==> src/rtl/adr_pipe_ctrl_pkg.sv <==
// -----------------------------------------------------------------------------
// adr_pipe_ctrl_pkg
// Shared definitions for the ADR decode->execute pipeline controller:
//   NUM_REGS      architectural register count (x0 hard-wired to zero)
//   REG_ADDR_LEN  register address width, clog2(NUM_REGS)
//   MAX_INFLIGHT  default limit on issued-but-unretired instructions
//   adr_ctrl_state_e  controller FSM states {RUN, FLUSH, DRAIN}
// -----------------------------------------------------------------------------
package adr_pipe_ctrl_pkg;

    localparam int NUM_REGS     = 32;
    localparam int REG_ADDR_LEN = 5;
    localparam int MAX_INFLIGHT = 2;

    typedef enum logic [1:0] {
        RUN   = 2'd0,
        FLUSH = 2'd1,
        DRAIN = 2'd2
    } adr_ctrl_state_e;

endpackage : adr_pipe_ctrl_pkg

==> src/rtl/adr_pipe_ctrl_scoreboard.sv <==
// -----------------------------------------------------------------------------
// adr_scoreboard
// One pending-write bit per architectural register. A bit is set when an
// instruction writing that register issues and cleared when it retires.
// Two read ports report RAW hazards for the decode-stage source operands.
//
// Ports:
//   clk, reset_n                 clock, asynchronous active-low reset
//   rs1_addr_i/rs1_used_i        source 1 address and "actually read" flag
//   rs2_addr_i/rs2_used_i        source 2 address and "actually read" flag
//   set_i/set_addr_i             issuing instruction writes set_addr_i
//   clr_i/clr_addr_i             retiring instruction wrote clr_addr_i
//   rs1_hazard_o/rs2_hazard_o    source operand still has a pending writer
// -----------------------------------------------------------------------------
module adr_scoreboard
    import adr_pipe_ctrl_pkg::*;
#(
    parameter int NUM_REGS_P     = NUM_REGS,
    parameter int REG_ADDR_LEN_P = REG_ADDR_LEN
) (
    input  logic                      clk,
    input  logic                      reset_n,
    input  logic [REG_ADDR_LEN_P-1:0] rs1_addr_i,
    input  logic                      rs1_used_i,
    input  logic [REG_ADDR_LEN_P-1:0] rs2_addr_i,
    input  logic                      rs2_used_i,
    input  logic                      set_i,
    input  logic [REG_ADDR_LEN_P-1:0] set_addr_i,
    input  logic                      clr_i,
    input  logic [REG_ADDR_LEN_P-1:0] clr_addr_i,
    output logic                      rs1_hazard_o,
    output logic                      rs2_hazard_o
);

    logic [NUM_REGS_P-1:0] sb_q;
    logic [NUM_REGS_P-1:0] sb_d;
    logic [NUM_REGS_P-1:0] clr_mask;
    logic [NUM_REGS_P-1:0] set_mask;

    // Masks are built per bit so the clear path (feeding the hazard check)
    // and the set path (fed by issue, which depends on the hazard) stay in
    // separate logic cones with no apparent combinational loop.
    genvar gi;
    generate
        for (gi = 0; gi < NUM_REGS_P; gi++) begin : g_bit
            if (gi == 0) begin : g_x0
                // x0 never has a pending writer.
                assign clr_mask[gi] = 1'b0;
                assign set_mask[gi] = 1'b0;
                assign sb_d[gi]     = 1'b0;
            end else begin : g_xn
                assign clr_mask[gi] = clr_i & (clr_addr_i == REG_ADDR_LEN_P'(gi));
                assign set_mask[gi] = set_i & (set_addr_i == REG_ADDR_LEN_P'(gi));
                // Set wins over clear: the new writer is the youngest.
                assign sb_d[gi]     = (sb_q[gi] & ~clr_mask[gi]) | set_mask[gi];
            end
        end
    endgenerate

    // A retire in this cycle bypasses into the hazard check.
    assign rs1_hazard_o = rs1_used_i & (rs1_addr_i != '0)
                        & sb_q[rs1_addr_i] & ~clr_mask[rs1_addr_i];
    assign rs2_hazard_o = rs2_used_i & (rs2_addr_i != '0)
                        & sb_q[rs2_addr_i] & ~clr_mask[rs2_addr_i];

    always_ff @(posedge clk or negedge reset_n) begin
        if (!reset_n) begin
            sb_q <= '0;
        end else begin
            sb_q <= sb_d;
        end
    end

endmodule : adr_scoreboard

==> src/rtl/adr_pipe_ctrl.sv <==
// -----------------------------------------------------------------------------
// adr_pipe_ctrl
// Decode->execute pipeline controller. Holds IF/DE on RAW hazards, execute
// back-pressure or the in-flight limit; flushes decode after a redirect;
// drains the pipe before a fence issues.
//
// Ports:
//   clk, reset_n                      clock, asynchronous active-low reset
//   de_valid_i                        decode holds a valid instruction
//   de_rs{1,2}_addr_i/_used_i         source operands
//   de_rd_addr_i/de_rd_wr_i           destination operand
//   de_fence_i                        instruction needs an empty pipe
//   ex_ready_i                        execute accepts an issue
//   ex_redirect_i                     execute redirects; younger ops die
//   wb_valid_i/wb_rd_wr_i/wb_rd_addr_i  retire port
//   if_stall_o/de_stall_o             hold fetch / decode
//   de_flush_o                        decode discards its instruction
//   de_ex_valid_o                     registered issue (payload valid)
//   busy_o                            work in flight or not in RUN
//   inflight_o                        issued-but-unretired count
// -----------------------------------------------------------------------------
module adr_pipe_ctrl
    import adr_pipe_ctrl_pkg::*;
#(
    parameter int NUM_REGS_P     = NUM_REGS,
    parameter int REG_ADDR_LEN_P = REG_ADDR_LEN,
    parameter int MAX_INFLIGHT_P = MAX_INFLIGHT,
    parameter int INF_W          = $clog2(MAX_INFLIGHT_P + 1)
) (
    input  logic                      clk,
    input  logic                      reset_n,
    input  logic                      de_valid_i,
    input  logic [REG_ADDR_LEN_P-1:0] de_rs1_addr_i,
    input  logic [REG_ADDR_LEN_P-1:0] de_rs2_addr_i,
    input  logic                      de_rs1_used_i,
    input  logic                      de_rs2_used_i,
    input  logic [REG_ADDR_LEN_P-1:0] de_rd_addr_i,
    input  logic                      de_rd_wr_i,
    input  logic                      de_fence_i,
    input  logic                      ex_ready_i,
    input  logic                      ex_redirect_i,
    input  logic                      wb_valid_i,
    input  logic                      wb_rd_wr_i,
    input  logic [REG_ADDR_LEN_P-1:0] wb_rd_addr_i,
    output logic                      if_stall_o,
    output logic                      de_stall_o,
    output logic                      de_flush_o,
    output logic                      de_ex_valid_o,
    output logic                      busy_o,
    output logic [INF_W-1:0]          inflight_o
);

    localparam logic [INF_W-1:0] MAX_CNT = INF_W'(MAX_INFLIGHT_P);

    adr_ctrl_state_e  state_q, state_d;
    logic [INF_W-1:0] inflight_q, inflight_d;
    logic             de_ex_valid_q, de_ex_valid_d;

    logic rs1_hazard, rs2_hazard, hazard;
    logic issue;
    logic stall;

    adr_scoreboard #(
        .NUM_REGS_P     (NUM_REGS_P),
        .REG_ADDR_LEN_P (REG_ADDR_LEN_P)
    ) u_scoreboard (
        .clk          (clk),
        .reset_n      (reset_n),
        .rs1_addr_i   (de_rs1_addr_i),
        .rs1_used_i   (de_rs1_used_i),
        .rs2_addr_i   (de_rs2_addr_i),
        .rs2_used_i   (de_rs2_used_i),
        .set_i        (issue & de_rd_wr_i),
        .set_addr_i   (de_rd_addr_i),
        .clr_i        (wb_valid_i & wb_rd_wr_i),
        .clr_addr_i   (wb_rd_addr_i),
        .rs1_hazard_o (rs1_hazard),
        .rs2_hazard_o (rs2_hazard)
    );

    assign hazard = rs1_hazard | rs2_hazard;

    // A retire in the same cycle frees a slot, so issue at the limit is
    // allowed when wb_valid_i is high.
    assign issue = (state_q == RUN) & de_valid_i & ~hazard & ex_ready_i
                 & ~ex_redirect_i
                 & ((inflight_q < MAX_CNT) | wb_valid_i)
                 & (~de_fence_i | (inflight_q == '0));

    always_comb begin
        inflight_d = inflight_q;
        case ({issue, wb_valid_i})
            2'b10:   inflight_d = inflight_q + 1'b1;
            // Retire with nothing in flight is a protocol error; hold at 0.
            2'b01:   inflight_d = (inflight_q == '0) ? '0 : inflight_q - 1'b1;
            default: inflight_d = inflight_q;
        endcase
    end

    always_comb begin
        state_d       = state_q;
        de_ex_valid_d = issue;
        case (state_q)
            RUN: begin
                if (ex_redirect_i) begin
                    state_d = FLUSH;
                end else if (de_valid_i & de_fence_i & (inflight_q != '0)) begin
                    state_d = DRAIN;
                end
            end
            FLUSH: begin
                if (!ex_redirect_i) begin
                    state_d = RUN;
                end
            end
            DRAIN: begin
                if (ex_redirect_i) begin
                    state_d = FLUSH;
                end else if (inflight_d == '0) begin
                    // The fence itself issues from RUN next cycle.
                    state_d = RUN;
                end
            end
            default: state_d = RUN;
        endcase
    end

    always_ff @(posedge clk or negedge reset_n) begin
        if (!reset_n) begin
            state_q       <= RUN;
            inflight_q    <= '0;
            de_ex_valid_q <= 1'b0;
        end else begin
            state_q       <= state_d;
            inflight_q    <= inflight_d;
            de_ex_valid_q <= de_ex_valid_d;
        end
    end

    assign de_flush_o    = (state_q == FLUSH);
    assign stall         = de_valid_i & ~issue & ~de_flush_o;
    // Fetch and decode are held for the whole reset period.
    assign if_stall_o    = ~reset_n | stall;
    assign de_stall_o    = ~reset_n | stall;
    assign de_ex_valid_o = de_ex_valid_q;
    assign busy_o        = (inflight_q != '0) | (state_q != RUN);
    assign inflight_o    = inflight_q;

endmodule : adr_pipe_ctrl
==> config.mk <==
export PLATFORM = sky130hd
export DESIGN_NAME = adr_pipe_ctrl
export DESIGN_NICKNAME = d
export VERILOG_FILES = /design/src/rtl/adr_pipe_ctrl_pkg.sv /design/src/rtl/adr_pipe_ctrl_scoreboard.sv /design/src/rtl/adr_pipe_ctrl.sv
export SDC_FILE = /design/constraint.sdc
export NUM_CORES = 1
export LEC_CHECK = 0
export CAP_MARGIN = 15
export CORE_MARGIN = 1.5
export CORE_UTILIZATION = 50
export DETAILED_ROUTE_END_ITERATION = 8
export GPL_TIMING_DRIVEN = 0
export HOLD_SLACK_MARGIN = 0.06
export PLACE_DENSITY = 0.87
export REMOVE_ABC_BUFFERS = 1
export SYNTH_ARGS = -nofsm -noshare
export SYNTH_HDL_FRONTEND = slang
export SYNTH_SLANG_ARGS = --single-unit
export TNS_END_PERCENT = 30
==> constraint.sdc <==
create_clock -name clk -period 4.5 [get_ports clk]
set_input_delay 1.35 -clock clk [delete_from_list [all_inputs] [get_ports clk]]
set_output_delay 1.35 -clock clk [all_outputs]
set_load 0.05 [all_outputs]
==> flow_summary.yaml, run 1 <==
timing:
  final.period_utilization: 1.03
  slew_viol_final: 0
  slew_headroom: 0.440
  fmax_ghz: 0.216
  timing.final.ws_setup_ns: -0.139
  tightest_slew_ns: 0.840
  setup_viol: 2
  hold_viol: 0
  tns_ns: -0.278
  fin_worst_skew_ns: 0.00767
  rsz0062_at_grt: "yes"
  period_needed_ns: 4.64
grt:
  gr-total-overflow: 0
  grt_usage: 0.305
  grt_pass1_vias: 2589
  grt_max_degree: 39
  antenna_found_initial: 0
  grt_pass1_wl_um: 12800
routing:
  num_vias: 2741
  ant_nets: 0
  drt-pass1-iter-count: 7
  drc: 0
  drt-initial-drc-count: 455
  wire_per_inst_um: 22.9
  via_per_inst: 7.21
  routed_wl_um: 8700
yosys:
  netlist_instances: 270
  synthArstFlopShare: 1.00
  yosysWarnings: 0
  synth_top_area_cell: "dfrtp_1"
  syn_area_um2: 2640
  synth_edf_count: 0
  synth_flop_cell: "dfrtp_1"
  syn_area_per_cell_um2: 9.76
  synth_top_area_frac: 0.342
  ys_ff_latch: 36
  yosysUniqueCellTypes: 58
  synth_common_cells: "o21ai_0 (59), dfrtp_1 (36), nand2_1 (18), mux4_2 (12), o31ai_1 (10)"
  ys_seq_area_frac: 0.342
  synthTopCellsByArea: "dfrtp_1 (34%), o21ai_0 (11%), mux4_2 (10%)"
  yosysMostFrequentCell: "o21ai_0"
clock_tree:
  htreeDepth: 2
  root_buffer: "clkbuf_8"
  cts.sinks: 36
  clk_latency_ns: 0.29
  numCtsBuffers: 5
  cts_tree: "yes"
  path_clk_slew_ns: 0.07
  cts_max_path_buffers: 2
cells_and_area:
  design_area_um2: 3370
  nets: 345
  syn_to_final_growth_pct: 27.9
  diodes: 0
  final_cells: 380
  drive_gt1_frac: 0.268
power:
  comb_power_share: 0.260
  swShare: 0.314
  powerDensity_nw_per_um2: 235
  p_sw_mw: 0.249
  peakVddDrop_v: 0.000129
  seqPwrFrac: 0.438
  p_leak_nw: 1.32
  pwr-share-clk: 0.302
  p_int_mw: 0.542
worst_setup_path:
  critical_path.startpoint: "wb_rd_addr_i[4]"
  cp.required_ns: 3.15
  reg2reg_from: "u_scoreboard.sb_q[11]"
  start_kind: "primary input"
  crit_type: "primary input to output pin"
  cp.arrival_ns: 3.29
  path_max_fanout: 6
  crit_path_end_kind: "output pin"
outcome:
  violations: "setup timing"
  status: "finished with violations"
hold_path:
  hold_class: "register to register"
  min_from: "u_scoreboard.sb_q[23]"
die:
  core_um2: 5110
  die_y_um: 75.6
  rows: 26
  initial_utilization: 0.516
  dieArea_um2: 5710
  die_w_um: 75.6
  io_pins: 38
place:
  pre_cts_ws_ns: -1.55
  dp_hpwl_um: 5230
  placement.cell_area_um2: 2970
  port_buffers: 37
  dp_cells: 358
  place_congestion: 0.887
job:
  cap_violations: 0
## power groups by stage
stage                     logic (mW)  registers (mW)  clock network, mW
after floorplan               0.0808           0.357                  0
after global placement         0.171           0.350                  0
after detailed placement       0.174           0.351                  0
after CTS                      0.182           0.345              0.239
after global routing           0.219           0.347              0.255
final                          0.206           0.346              0.239
## state kept, by name, summed over array words and instances (netlist names)
name               count
inflight_o             2
de_ex_valid_o          1
state_q                2
u_scoreboard.sb_q     31
## path summary, 6_finish.rpt
check	end	cells after the start	slack, ns
max in group asynchronous	u_scoreboard.sb_q[17]	1	2.80
min reg2reg	u_scoreboard.sb_q[23]	2	0.55
min in group asynchronous	state_q[1]	1	1.16
min	u_scoreboard.sb_q[23]	2	0.55
max	de_stall_o	9	-0.14
max reg2reg	state_q[1]	12	1.11
## logic make-up (layout without fill, tap and decap cells)
| kind of cell | after synthesis | after routing | synth area share |
|---|---|---|---|
| adders and majority gates | 5 | 5 | 0.0237 |
| xor gates and xnor gates | 8 | 8 | 0.0266 |
| muxes | 20 | 20 | 0.134 |
| buffers and inverters | 26 | 66 | 0.0541 |
| and+or+nand+nor | 72 | 72 | 0.171 |
| DFF | 36 | 36 | 0.342 |
| AOI/OAI and AO/OA | 103 | 103 | 0.248 |
## cells in the final DEF, fill, tap and decap left out, drive strengths merged, types with 5 or more instances in the layout
cell / n
dfrtp: 36
nor2b: 8
inv: 7
nor2: 6
mux2i: 5
a21oi: 8
o21ai: 60
o31ai: 10
buf: 27
mux4: 12
ha: 5
nand3: 7
clkdlybuf4s50: 19
clkbuf: 8
nand2b: 5
nand2: 18
xor2: 6
## cell type report
| class | count | area, um2 |
|---|---|---|
| flip-flops and latches | 36 | 901 |
| well taps | 70 | 87.6 |
| multi-input cells | 208 | 1760 |
| inverters | 7 | 28.8 |
| fillers | 376 | 1740 |
| clock buffers | 8 | 90.1 |
| repair buffers | 51 | 498 |
## metal layers
metal,routed length (um),vias up,track usage
li1,-,1115,-
met1,3040,1287,0.367
met2,4190,271,0.495
met3,1010,68,0.0688
met4,458,0,0.194
met5,0,-,0
## through the flow
stage | utilization | hold WS, ns | power [mW]
4_1_cts | 0.623 | 0.515 | 0.766
3_5_place_dp | 0.582 | 0.504 | 0.525
3_3_place_gp | 0.583 | 0.497 | 0.521
2_1_floorplan | - | 0.464 | 0.438
6_report | 0.660 | 0.548 | 0.791
5_1_grt | 0.660 | 0.560 | 0.821
## timing repair
item,4_1_cts,5_1_grt
hold buffers,0,0
endpoints found under the hold margin,0,0
cloned,0,0
buffers inserted,6,8
pin swaps,12,10
setup endpoints to repair,3,3
resized for setup,97,31
## worst max-delay path, stage by stage
cell and delay, ns:
buf_8 0.11, nand4b_4 0.22, buf_6 0.17, nor4_4 0.28, o22ai_2 0.16, nor4b_4 0.42
nor2_4 0.06, o31a_1 0.35, buf_6 0.17
Power figures use the tool's default switching activity.
==> run 2, diff against run 1 <==
--- a/config.mk
+++ b/config.mk
@@ -5,7 +5,6 @@
 export SDC_FILE = /design/constraint.sdc
 export NUM_CORES = 1
 export LEC_CHECK = 0
-export CAP_MARGIN = 15
 export CORE_MARGIN = 1.5
 export CORE_UTILIZATION = 50
 export DETAILED_ROUTE_END_ITERATION = 8
==> results of run 2 <==
No change in the layout: final DEF, timing and power equal those of run 1.
